===== src/rtl/mips_regfile_pkg.sv =====
// Shared types and defaults for the register file write scheduler.
// Holds width defaults, the register count and the write bundle struct.
package mips_regfile_pkg;

    localparam int RF_ADDR_W   = 5;
    localparam int RF_DATA_W   = 32;
    localparam int RF_NUM_REGS = 32;

    // One register file write: destination index and value.
    typedef struct packed {
        logic [RF_ADDR_W-1:0] rd;
        logic [RF_DATA_W-1:0] data;
    } rf_wr_t;

    typedef enum logic {
        ST_INIT,
        ST_RUN
    } rf_state_e;

endpackage


===== src/rtl/regfile_aux_fifo.sv =====
// Two-entry in-order buffer for auxiliary register writes.
// Ports: clock/reset (sync, active-high); push_i/push_data_i enqueue;
//   pop_i retires the head; kill_i/kill_reg_i drop every entry for a
//   register; head_o/head_valid_o oldest entry; full_o; pending_o mask.
module regfile_aux_fifo
    import mips_regfile_pkg::*;
(
    input  logic                   clock,
    input  logic                   reset,
    input  logic                   push_i,
    input  rf_wr_t                 push_data_i,
    input  logic                   pop_i,
    input  logic                   kill_i,
    input  logic [RF_ADDR_W-1:0]   kill_reg_i,
    output rf_wr_t                 head_o,
    output logic                   head_valid_o,
    output logic                   full_o,
    output logic [RF_NUM_REGS-1:0] pending_o
);

    rf_wr_t     ent_q [2];
    rf_wr_t     ent_d [2];
    logic [1:0] vld_q;
    logic [1:0] vld_d;
    logic [1:0] keep;

    // Entries are kept compacted: slot 0 is always the oldest, and
    // slot 1 is only valid when slot 0 is.
    always_comb begin
        keep[0] = vld_q[0] && !pop_i
                  && !(kill_i && ent_q[0].rd == kill_reg_i);
        keep[1] = vld_q[1]
                  && !(kill_i && ent_q[1].rd == kill_reg_i);
        ent_d[0] = ent_q[0];
        ent_d[1] = ent_q[1];
        vld_d    = 2'b00;
        unique case (keep)
            2'b11: begin
                vld_d = 2'b11;
            end
            2'b01: begin
                ent_d[1] = push_data_i;
                vld_d    = {push_i, 1'b1};
            end
            2'b10: begin
                ent_d[0] = ent_q[1];
                ent_d[1] = push_data_i;
                vld_d    = {push_i, 1'b1};
            end
            default: begin
                ent_d[0] = push_data_i;
                vld_d    = {1'b0, push_i};
            end
        endcase
    end

    always_ff @(posedge clock) begin
        if (reset) begin
            vld_q <= 2'b00;
        end else begin
            vld_q <= vld_d;
        end
    end

    always_ff @(posedge clock) begin
        ent_q[0] <= ent_d[0];
        ent_q[1] <= ent_d[1];
    end

    always_comb begin
        pending_o = '0;
        for (int i = 0; i < 2; i++) begin
            if (vld_q[i]) begin
                pending_o[ent_q[i].rd] = 1'b1;
            end
        end
        pending_o[0] = 1'b0;
    end

    assign head_o       = ent_q[0];
    assign head_valid_o = vld_q[0];
    assign full_o       = vld_q[0] && vld_q[1];

endmodule


===== src/rtl/regfile_write_sched.sv =====
// Shares the register file write port between writeback and an aux source.
// Ports: clock, reset (sync, active-high); wb_en/wb_reg/wb_data writeback;
//   aux_valid/aux_ready/aux_reg/aux_data aux handshake; rf_we/rf_waddr/
//   rf_wdata file write port; pending mask; init_busy stall request.
// Macro REGFILE_CLEAR_EN: zero registers 1..31 after reset before running.
module regfile_write_sched
    import mips_regfile_pkg::*;
#(
    parameter int DATA_W = RF_DATA_W,
    parameter int ADDR_W = RF_ADDR_W
) (
    input  logic              clock,
    input  logic              reset,
    input  logic              wb_en,
    input  logic [ADDR_W-1:0] wb_reg,
    input  logic [DATA_W-1:0] wb_data,
    input  logic              aux_valid,
    output logic              aux_ready,
    input  logic [ADDR_W-1:0] aux_reg,
    input  logic [DATA_W-1:0] aux_data,
    output logic              rf_we,
    output logic [ADDR_W-1:0] rf_waddr,
    output logic [DATA_W-1:0] rf_wdata,
    output logic [31:0]       pending,
    output logic              init_busy
);

    logic              run;
    logic              clr_we;
    logic [ADDR_W-1:0] clr_addr;

`ifdef REGFILE_CLEAR_EN
    localparam logic [ADDR_W-1:0] CLR_LAST = ADDR_W'(RF_NUM_REGS - 1);

    rf_state_e         state_q;
    rf_state_e         state_d;
    logic [ADDR_W-1:0] clr_q;
    logic [ADDR_W-1:0] clr_d;

    always_ff @(posedge clock) begin
        if (reset) begin
            state_q <= ST_INIT;
            clr_q   <= ADDR_W'(1);
        end else begin
            state_q <= state_d;
            clr_q   <= clr_d;
        end
    end

    always_comb begin
        state_d = state_q;
        clr_d   = clr_q;
        if (state_q == ST_INIT) begin
            clr_d = clr_q + ADDR_W'(1);
            if (clr_q == CLR_LAST) begin
                state_d = ST_RUN;
            end
        end
    end

    always_comb begin
        run       = (state_q == ST_RUN) && !reset;
        clr_we    = (state_q == ST_INIT) && !reset;
        clr_addr  = clr_q;
        init_busy = reset || (state_q == ST_INIT);
    end
`else
    assign run       = !reset;
    assign clr_we    = 1'b0;
    assign clr_addr  = '0;
    assign init_busy = 1'b0;
`endif

    rf_wr_t head;
    rf_wr_t push_data;
    logic   head_vld;
    logic   full;
    logic   push;
    logic   pop;
    logic   kill;

    assign aux_ready = !full && run;
    // r0 writes complete the handshake but are dropped here.
    assign push      = aux_valid && aux_ready && (aux_reg != '0);
    assign push_data = '{rd: aux_reg, data: aux_data};
    assign pop       = run && !wb_en && head_vld;
    // A younger pipeline write supersedes buffered ones to the same reg.
    assign kill      = run && wb_en && (wb_reg != '0);

    regfile_aux_fifo u_fifo (
        .clock        (clock),
        .reset        (reset),
        .push_i       (push),
        .push_data_i  (push_data),
        .pop_i        (pop),
        .kill_i       (kill),
        .kill_reg_i   (wb_reg),
        .head_o       (head),
        .head_valid_o (head_vld),
        .full_o       (full),
        .pending_o    (pending)
    );

    always_comb begin
        rf_we    = 1'b0;
        rf_waddr = '0;
        rf_wdata = '0;
        if (clr_we) begin
            rf_we    = 1'b1;
            rf_waddr = clr_addr;
        end else if (run && wb_en) begin
            rf_we    = (wb_reg != '0);
            rf_waddr = wb_reg;
            rf_wdata = wb_data;
        end else if (run && head_vld) begin
            rf_we    = 1'b1;
            rf_waddr = head.rd;
            rf_wdata = head.data;
        end
    end

endmodule


===== config.mk =====
export PLATFORM = sky130hd
export DESIGN_NAME = regfile_write_sched
export DESIGN_NICKNAME = d
export VERILOG_FILES = /design/src/rtl/mips_regfile_pkg.sv /design/src/rtl/regfile_aux_fifo.sv /design/src/rtl/regfile_write_sched.sv
export SDC_FILE = /design/constraint.sdc
export NUM_CORES = 1
export LEC_CHECK = 0
export BUFFER_PORTS_ARGS = -buffer_cell sky130_fd_sc_hd__buf_2
export CAP_MARGIN = 20
export CORE_MARGIN = 3
export CORE_UTILIZATION = 43
export DETAILED_ROUTE_END_ITERATION = 7
export GPL_TIMING_DRIVEN = 0
export PLACE_DENSITY = 0.72
export SYNTH_ARGS = -nofsm -noshare
export SYNTH_HDL_FRONTEND = slang
export SYNTH_SLANG_ARGS = --single-unit

===== constraint.sdc =====
create_clock -name clock -period 8.7 [get_ports clock]
set_input_delay 1.305 -clock clock [delete_from_list [all_inputs] [get_ports clock]]
set_output_delay 1.305 -clock clock [all_outputs]
set_load 0.005 [all_outputs]

==> results of run 1 <==
## sequential cells by signal, indices dropped and copies added, names as in the netlist
signal / flops
u_fifo.ent_q: 74
u_fifo.vld_q: 2
## cell families after synthesis
kind of cell	synth area share, %
DFF	59.43
AOI/OAI and AO/OA	16.01
other	0.09852
xor gates and xnor gates	2.301
buffers and inverters	3.484
adders and majority gates	0.9863
muxes	10.95
and+or+nand+nor	6.740
## metrics by stage
stage	util [%]	instance area, um2	hold WS (ns)
floorplan	-	3810	0.5232
global placement	55.53	4677	0.5272
detailed placement	56.00	4717	0.5378
CTS	58.26	4907	0.5521
global route	58.26	4907	0.5689
finish	58.26	4907	0.5542
## critical path: cells and delay by family
kind / cells / cell delay, ns
compound gates: 1 / 0.15
buf+inv: 3 / 0.51
simple gates: 2 / 0.63
## placed cells by master (no fill, tap or decap), types with 2 or more instances in the layout
cell,netlist,layout
clkbuf_8,0,9
conb_1,1,2
a22o_1,36,36
nand3b_1,10,10
nand3_1,4,4
nor2_1,2,2
dfxtp_1,2,2
clkbuf_1,4,5
nand2_1,5,5
clkinvlp_4,0,2
buf_2,13,160
buf_4,6,10
or3b_2,5,5
ha_1,3,2
mux2_2,37,37
edfxtp_1,74,74
o21ai_0,3,3
o211ai_1,2,2
o22ai_1,31,31
nor2_4,2,2
or3_1,3,3
xnor2_1,10,10
## per-layer routing
layer / GRT usage, % / vias up / wire [um]
li1: - / 1420 / -
met3: 5.698 / 12 / 751
met1: 24.97 / 1442 / 4127
met2: 32.17 / 121 / 4690
met4: 6.218 / 4 / 97
met5: 0 / - / 21
## final cells by class
class	count	area, um2	area share (%)
timing repair buffer	151	765.7	15.60
multi-input combinational	170	1425	29.04
inverter	2	7.507	0.1530
sequential	76	2262	46.10
clock buffer	10	127.6	2.601
clock inverter	6	62.56	1.275
tap	105	131.4	2.677
buffer	23	125.1	2.550
## power breakdown
part / total (uW) / leakage (uW) / internal, uW / switching, uW
logic: 116 / 0.00119 / 53.4 / 62.2
registers: 447 / 0.000741 / 437 / 10.0
clock network: 263 / 0.0000903 / 132 / 131
## how the worst max path moves through the flow
| stage | end | slack [ns] | cells after the start |
|---|---|---|---|
| detailed placement | u_fifo.vld_q[1]$_SDFF_PP0_ | 4.64 | 9 |
| finish | rf_wdata[25] | 4.80 | 6 |
| global placement | u_fifo.ent_q[0][13]$_DFFE_PN_ | -0.48 | 4 |
| CTS | rf_wdata[25] | 4.77 | 6 |
| global route | rf_wdata[25] | 4.70 | 6 |
| floorplan | u_fifo.ent_q[0][0]$_DFFE_PN_ | 2.22 | 3 |
==> flow_summary.yaml, run 1 <==
timing:
  rsz0062_at_grt: "false"
  max_slew_margin_pct: 37.76
  timing.fmax_mhz: 256.3
  fin_crit_ns: 3.902
  fin_setup_tns_ns: 0
  final-setup-viol-count: 0
  hold_viol: 0
  min_period_over_period_pct: 44.85
  worstMarginPinSlew_ns: 0.9336
  layout_setup_ws_ns: 4.798
  clock_skew_ns: 0.01203
  final-max-slew-violation-count: 0
worst_setup_path:
  start_kind: "input pin"
  startpoint: "reset"
  crit_path_end_kind: "output pin"
  path_max_fanout: 10
  worst_r2r_endpoint: "u_fifo.ent_q[0][28]$_DFFE_PN_"
  reg2reg_slack_ns: 5.62
  crit_top_cell: "buf_2"
  r2r_start: "u_fifo.ent_q[0][34]$_DFFE_PN_"
  required_ns: 7.39
  cp_slowest_stage_delay_ns: 0.33
  rr_worst_depth: 8
  crit_type: "input pin to output pin"
  critPathArrivalTime_ns: 2.60
  slowest_stage: "or2_1"
  path_cells: "buf_2, or2_1, nor2_4, buf_4, a22o_1, buf_2"
routing:
  drc: 0
  wl_per_cell_um: 17.84
  via_count: 2999
  ant_nets: 0
  wl_mm: 9.687
  drt-initial-drc-count: 109
  vias_per_cell: 5.523
  first_pass_iters: 4
global_routing:
  grt_pass1_vias: 3007
  grt_max_degree: 39
  grt.total_usage_pct: 19.54
  antenna_found_initial: 2
  grt_pass1_wl_mm: 15.21
  overflow: 0
floorplan:
  core_mm2: 0.008423
  die_w_um: 100.1
  die-height_um: 100.1
  start_util_pct: 45.19
  num_rows: 33
  io_pins: 150
  dieArea_mm2: 0.01002
min_path:
  hold_start: "u_fifo.ent_q[0][54]$_DFFE_PN_"
  whs_endpoint: "u_fifo.ent_q[0][17]$_DFFE_PN_"
  min_path_cells: 1
  hold_path_class: "flip-flop to flip-flop"
placement:
  place.gp.congestion: 0.8637
  dpl.hpwl_mm: 7.123
  portBuffers: 147
  post-place-cells: 527
  place_ws_ns: 4.643
layout:
  fill_cells: 731
  layout-drive-gt1-share_pct: 53.20
  area_growth_pct: 28.93
  antennaDiodeCount: 0
  finalNetCount: 514
  layout.cells.non_filler: 543
synth:
  synth_area_mm2: 0.003806
  avgSynthCellArea_um2: 14.10
  yosysTopAreaCell: "edfxtp_1"
  synth_common_cells: "edfxtp_1 (74), mux2_2 (37), a22o_1 (36), o22ai_1 (31), buf_2 (13)"
  synth.most_common_cell: "edfxtp_1"
  netlist_top_cells_area: "edfxtp_1 (58%), mux2_2 (11%), a22o_1 (8.3%)"
  synth-edff-count: 74
  synth_cell_types: 36
  synth_cells: 270
  synthArstFlopShare_pct: 0
  ys_ff_latch: 76
  ys_seq_area_share_pct: 59.43
  yosys_warnings: 0
  synth-main-ff-cell: "edfxtp_1"
  yosysTopAreaCellShare_pct: 58.38
run_status:
  outcome: "finished, final reports clean"
cts:
  cts_buffer_depth: 2
  cts_setup_buffers: 0
  tritoncts: "yes"
  ctsHoldBuffers: 0
  htreeDepth: 3
  cts_root_buf: "clkbuf_8"
  clk_pin_slew_ns: 0.07
  clk_latency_ns: 0.34
  numCtsBuffers: 9
  clkSinkCount: 76
  cts_resized: 0
power_and_ir_drop:
  power_uw: 825.6
  p_leak_uw: 0.002018
  vdd.ir_drop.worst_mv: 0.1233
  powerDensity_mw_per_mm2: 168.2
job:
  maxCapViolCount: 0
(Power assumes the default switching activity.)
==> run 2, diff against run 1 <==
--- a/config.mk
+++ b/config.mk
@@ -11,7 +11,7 @@
 export CORE_UTILIZATION = 43
 export DETAILED_ROUTE_END_ITERATION = 7
 export GPL_TIMING_DRIVEN = 0
-export PLACE_DENSITY = 0.72
+export PLACE_DENSITY = 0.75
 export SYNTH_ARGS = -nofsm -noshare
 export SYNTH_HDL_FRONTEND = slang
 export SYNTH_SLANG_ARGS = --single-unit
==> constraint.sdc (replaced) <==
create_clock -name clock -period 3.1 [get_ports clock]
set_input_delay 0.465 -clock clock [delete_from_list [all_inputs] [get_ports clock]]
set_output_delay 0.465 -clock clock [all_outputs]
set_load 0.005 [all_outputs]
==> flow_summary.yaml, run 2 (synthesized netlist as in run 1, its figures left out) <==
layout:
  layout_common_cells: "buf_2 (160), edfxtp_1 (74), mux2_2 (37)"
  area_growth_pct: 31.23
  layout-drive-gt1-share_pct: 53.46
  final_common_cell: "buf_2"
  antennaDiodeCount: 0
  regMostFlops: "u_fifo.ent_q"
  largest_reg_flops: 74
  fill_cells: 713
  finalNetCount: 511
  reg_top3: "u_fifo.ent_q: 74 flops, u_fifo.vld_q: 2 flops"
routing:
  wl_mm: 9.889
  vias_per_cell: 5.677
  wl_per_cell_um: 18.35
  drt-initial-drc-count: 121
  ant_nets: 0
  drc: 0
  first_pass_iters: 6
  via_count: 3060
power_and_ir_drop:
  clockPowerShare_pct: 38.3
  pwr-share-seq_pct: 48.9
  vdd.ir_drop.worst_mv: 0.3160
  swShare_pct: 22.33
  p_leak_uw: 0.002055
  pwr-share-comb_pct: 12.8
  powerDensity_mw_per_mm2: 513.8
  p_switching_uw: 573.0
  power_uw: 2566
  p_int_uw: 1993
cts:
  tritoncts: "yes"
  cts_buffer_depth: 2
  cts_root_buf: "clkbuf_8"
  numCtsBuffers: 9
  clkSinkCount: 76
  cts_setup_buffers: 0
  clk_latency_ns: 0.34
  ctsHoldBuffers: 0
  clk_pin_slew_ns: 0.08
  htreeDepth: 3
worst_setup_path:
  crit_type: "flip-flop to flip-flop"
  required_ns: 3.19
  crit_path_end_kind: "flip-flop"
  cp_slowest_stage_delay_ns: 0.55
  start_kind: "flip-flop"
  crit_top_cell: "buf_2"
  path_cells: "xnor2_1, nand4_1, o311ai_1, ha_1, buf_2, buf_2, mux2_2"
  slowest_stage: "edfxtp_1"
  critPathArrivalTime_ns: 2.94
  path_max_fanout: 10
  reg2reg_slack_ns: 0.25
floorplan:
  start_util_pct: 45.19
  core_mm2: 0.008423
  die-height_um: 100.1
  num_rows: 33
  dieArea_mm2: 0.01002
  io_pins: 150
  die_w_um: 100.1
global_routing:
  antenna_found_initial: 0
  grt_max_degree: 39
  grt_pass1_vias: 3011
  grt.total_usage_pct: 19.96
  grt_pass1_wl_mm: 15.73
  overflow: 0
timing:
  fin_setup_tns_ns: 0
  final-max-slew-violation-count: 0
  worstMarginPinSlew_ns: 0.7769
  min_period_over_period_pct: 92.05
  rsz0062_at_grt: "false"
  clock_skew_ns: 0.007981
  fin_crit_ns: 2.854
  max_slew_margin_pct: 48.09
  final-setup-viol-count: 0
  timing.fmax_mhz: 350.4
  hold_viol: 0
placement:
  portBuffers: 147
  dpl.hpwl_mm: 7.267
  place.gp.congestion: 0.9030
run_status:
  outcome: "finished, final reports clean"
job:
  maxCapViolCount: 0
min_path:
  hold_path_class: "input pin to flip-flop"
-- run 2: cell count changes in the layout (fill, tap and decap cells not counted), moves of 2 or more --
cell	before	now
clkinv_4	0	2
buf_4	10	6
clkbuf_1	5	3
bufinv_16	1	4
buf_8	0	2
clkinvlp_4	2	0
-- run 2: final timing paths --
check                                              startpoint                            end  cells after the start
worst max-delay path            u_fifo.ent_q[0][34]$_DFFE_PN_  u_fifo.ent_q[0][34]$_DFFE_PN_                      7
worst min-delay path                             aux_data[27]  u_fifo.ent_q[0][64]$_DFFE_PN_                      1
worst max register to register  u_fifo.ent_q[0][34]$_DFFE_PN_  u_fifo.ent_q[0][34]$_DFFE_PN_                      7
worst min register to register  u_fifo.ent_q[0][59]$_DFFE_PN_  u_fifo.ent_q[0][22]$_DFFE_PN_                      1
-- run 2: cell type report --
cell class	count	area, um2	area share [%]
Sequential cell	76	2262	45.29
Multi-Input combinational cell	170	1445	28.93
Timing Repair Buffer	149	765.7	15.33
Clock inverter	6	137.6	2.756
Tap cell	105	131.4	2.630
Clock buffer	9	123.9	2.480
Buffer	22	121.4	2.430
Inverter	2	7.507	0.1503
-- run 2: through the flow --
step / utilization [%] / worst slack, ns / std cells / hold slack (ns) / cell area (um2)
6_report: 59.30 / 0.2465 / 539 / 0.3107 / 4995
5_1_grt: 59.30 / 0.09377 / 539 / 0.2860 / 4995
4_1_cts: 59.22 / 0.06020 / 540 / 0.2897 / 4989
3_5_place_dp: 56.12 / -0.09241 / 525 / 0.5333 / 4727
3_3_place_gp: 55.62 / -0.8589 / 523 / 0.5289 / 4684
2_1_floorplan: - / 0.1461 / 271 / 0.5232 / 3817
-- run 2: what timing repair did --
action                                  CTS  global route
hold endpoints to repair                  0             0
endpoints found under the setup margin    0            31
gates resized for setup                   0             2
-- run 2: power groups by stage --
stage | combinational (uW) | sequential, uW | clock (uW)
finish | 328 | 1260 | 983
detailed placement | 328 | 1280 | 0
floorplan | 179 | 1270 | 0
global route | 361 | 1260 | 1040
global placement | 307 | 1280 | 0
CTS | 330 | 1250 | 1000
-- run 2: worst max-delay path, delay by kind of cell, from the launching register on --
family	cells	cell delay, ns
adder cells (fa/ha/maj)	1	0.21
flip-flops	1	0.55
XOR/XNOR	1	0.20
AO/OA/AOI/OAI	1	0.45
multiplexers	1	0.37
AND/OR/NAND/NOR	1	0.25
buffers and inverters	2	0.57
-- run 2: metal layers --
metal  up-vias  GRT usage [%]  share of wire [%]
met5         -              0                  0
met4         0          5.699               0.87
met3         8          5.420                8.2
met2       142          33.56                 49
met1      1496          25.43                 42
li1       1414              -                  -
==> run 3, diff against run 2 <==
--- a/config.mk
+++ b/config.mk
@@ -5,13 +5,15 @@
 export SDC_FILE = /design/constraint.sdc
 export NUM_CORES = 1
 export LEC_CHECK = 0
+export ABC_AREA = 1
+export ABC_CLOCK_PERIOD_IN_PS = 3100
 export BUFFER_PORTS_ARGS = -buffer_cell sky130_fd_sc_hd__buf_2
 export CAP_MARGIN = 20
 export CORE_MARGIN = 3
 export CORE_UTILIZATION = 43
 export DETAILED_ROUTE_END_ITERATION = 7
 export GPL_TIMING_DRIVEN = 0
-export PLACE_DENSITY = 0.75
+export PLACE_DENSITY = 0.74
 export SYNTH_ARGS = -nofsm -noshare
 export SYNTH_HDL_FRONTEND = slang
 export SYNTH_SLANG_ARGS = --single-unit
==> flow_summary.yaml, run 3 <==
synth:
  ys_seq_area_share_pct: 54.69
  synth_cells: 404
  netlist_top_cells_area: "edfxtp_1 (54%), mux2_2 (8.7%), o21ai_0 (6.5%)"
  yosysTopAreaCellShare_pct: 53.72
  ys_ff_latch: 76
  synth-main-ff-cell: "edfxtp_1"
  synth.most_common_cell: "edfxtp_1"
  synthArstFlopShare_pct: 0
  yosys_warnings: 0
  yosysTopAreaCell: "edfxtp_1"
  synth_cell_types: 28
  synth_area_mm2: 0.004136
  avgSynthCellArea_um2: 10.24
  synth_common_cells: "edfxtp_1 (74), nand2_1 (61), o21ai_0 (54), inv_1 (51), nand3_1 (48)"
  synth-edff-count: 74
timing:
  final-setup-viol-count: 0
  final-max-slew-violation-count: 0
  rsz0062_at_grt: "false"
  max_slew_margin_pct: 41.02
  fin_crit_ns: 2.665
  timing.fmax_mhz: 375.2
  whs_ns: 0.2940
  min_period_over_period_pct: 85.97
  worstMarginPinSlew_ns: 0.8847
  hold_viol: 0
  clock_skew_ns: 0.01491
routing:
  ant_nets: 0
  vias_per_cell: 5.088
  via_count: 3546
  wl_per_cell_um: 15.09
  wl_mm: 10.52
  drc: 0
  drt-initial-drc-count: 183
  first_pass_iters: 5
cts:
  htreeDepth: 3
  cts_setup_buffers: 0
  clk_pin_slew_ns: 0.09
  cts_buffer_depth: 2
  cts_root_buf: "clkbuf_8"
  tritoncts: "yes"
  clk_latency_ns: 0.35
  clkSinkCount: 76
  numCtsBuffers: 9
  ctsHoldBuffers: 0
  cts_resized: 0
global_routing:
  grt_max_degree: 39
  grt_pass1_wl_mm: 16.77
  overflow: 0
  grt_pass1_vias: 3393
  grt.total_usage_pct: 19.21
  antenna_found_initial: 0
floorplan:
  start_util_pct: 44.56
  die_w_um: 104.1
  num_rows: 35
  io_pins: 150
  die-height_um: 104.1
  dieArea_mm2: 0.01083
  core_mm2: 0.009284
worst_setup_path:
  reg2reg_slack_ns: 0.43
  path_cells: "inv_1, nand2_1, nand2_1, nor2_1, nand3_1, o21bai_1, ha_1, clkbuf_1, buf_2, mux2_2"
  cp_slowest_stage_delay_ns: 0.47
  critPathArrivalTime_ns: 2.76
  path_max_fanout: 10
  required_ns: 3.20
  worst_r2r_endpoint: "u_fifo.ent_q[0][3]$_DFFE_PN_"
  r2r_start: "u_fifo.ent_q[0][35]$_DFFE_PN_"
  crit_top_cell: "nand2_1"
  crit_type: "flip-flop to flip-flop"
  startpoint: "u_fifo.ent_q[0][35]$_DFFE_PN_"
  crit_path_end_kind: "flip-flop"
  start_kind: "flip-flop"
  rr_worst_depth: 10
  slowest_stage: "edfxtp_1"
layout:
  area_growth_pct: 27.50
  regMostFlops: "u_fifo.ent_q"
  finalNetCount: 644
  largest_reg_flops: 74
  fin_util_pct: 56.81
  reg_top3: "u_fifo.ent_q: 74 flops, u_fifo.vld_q: 2 flops"
  layout-drive-gt1-share_pct: 41.20
  antennaDiodeCount: 0
  final_common_cell: "buf_2"
  layout_common_cells: "buf_2 (150), edfxtp_1 (74), nand2_1 (61)"
power_and_ir_drop:
  powerDensity_mw_per_mm2: 449.0
  p_leak_uw: 0.002362
  p_int_uw: 1746
  vdd.ir_drop.worst_mv: 0.2653
  pwr-share-seq_pct: 53.3
  clockPowerShare_pct: 31.9
  swShare_pct: 26.25
  pwr-share-comb_pct: 14.9
  p_switching_uw: 621.6
min_path:
  hold_start: "aux_data[31]"
  hold_path_class: "input pin to flip-flop"
  whs_endpoint: "u_fifo.ent_q[0][68]$_DFFE_PN_"
  min_path_cells: 1
placement:
  portBuffers: 146
  dpl.hpwl_mm: 7.877
  place.gp.congestion: 0.8677
run_status:
  outcome: "finished, final reports clean"
job:
  maxCapViolCount: 0
run 3: cell count changes after synthesis, sizes merged, moves of 12 or more:
cell | before | now
a22o | 37 | 0
inv | 2 | 54
nand2 | 5 | 62
nand3 | 4 | 49
nor3 | 0 | 12
o21ai | 3 | 68
o22ai | 31 | 5
run 3: stage by stage:
step / setup WS [ns] / total power (uW) / cells / area [um2] / TNS [ns]
4_1_cts: 0.4167 / 2386 / 697 / 5274 / 0
2_1_floorplan: 0.06041 / 1471 / 405 / 4140 / 0
6_report: 0.4348 / 2368 / 697 / 5274 / 0
5_1_grt: 0.2246 / 2484 / 697 / 5274 / 0
3_5_place_dp: 0.3961 / 1637 / 681 / 5074 / 0
3_3_place_gp: -1.130 / 1617 / 680 / 5032 / -41.76
run 3: power by group through the flow:
stage | Sequential [uW] | Clock (uW) | Combinational, uW
after floorplan | 1270 | 0 | 197
after global placement | 1280 | 0 | 333
after detailed placement | 1280 | 0 | 353
after CTS | 1260 | 769 | 355
after global routing | 1270 | 822 | 392
final | 1260 | 755 | 352
run 3: worst max-delay path, delay by kind of cell (launching register included):
family / cells / cell delay (ns)
flip-flops: 1 / 0.47
adder cells (fa/ha/maj): 1 / 0.17
AND/OR/NAND/NOR: 4 / 0.42
multiplexers: 1 / 0.37
buffers and inverters: 3 / 0.75
AO/OA/AOI/OAI: 1 / 0.23
run 3: cell families after synthesis:
logic type / share of synthesized area, %
buffers and inverters: 7.380
adders and majority gates: 0.9075
xor gates and xnor gates: 0.4235
muxes: 8.712
and+or+nand+nor: 15.94
DFF: 54.69
other: 0.09066
AOI/OAI and AO/OA: 11.86
run 3: layout make-up:
cell class              count  area (um2)
fillers                   849        4010
flip-flops and latches     76        2262
clock buffers               9       123.9
plain buffers              18       102.6
multi-input cells         257        1587
inverters                  54       202.7
clock inverters             7       76.32
repair buffers            147       758.2
well taps                 129       161.4
run 3: worst max path at each step:
stage                                          endpoint  slack, ns  cells after the start
final                      u_fifo.ent_q[0][3]$_DFFE_PN_       0.43                     10
after global routing      u_fifo.ent_q[0][13]$_DFFE_PN_       0.22                     10
after CTS                  u_fifo.ent_q[0][3]$_DFFE_PN_       0.42                     10
after detailed placement   u_fifo.ent_q[0][2]$_DFFE_PN_       0.40                     11
after global placement    u_fifo.ent_q[0][19]$_DFFE_PN_      -1.13                      7
after floorplan            u_fifo.ent_q[0][0]$_DFFE_PN_       0.06                      6
run 3: metal layers:
metal / vias up / share of wire [%] / track usage (%)
met4: 0 / 1.2 / 5.033
li1: 1719 / - / -
met3: 16 / 8.6 / 4.904
met5: - / 0 / 0
met1: 1651 / 40 / 24.49
met2: 160 / 50 / 32.64
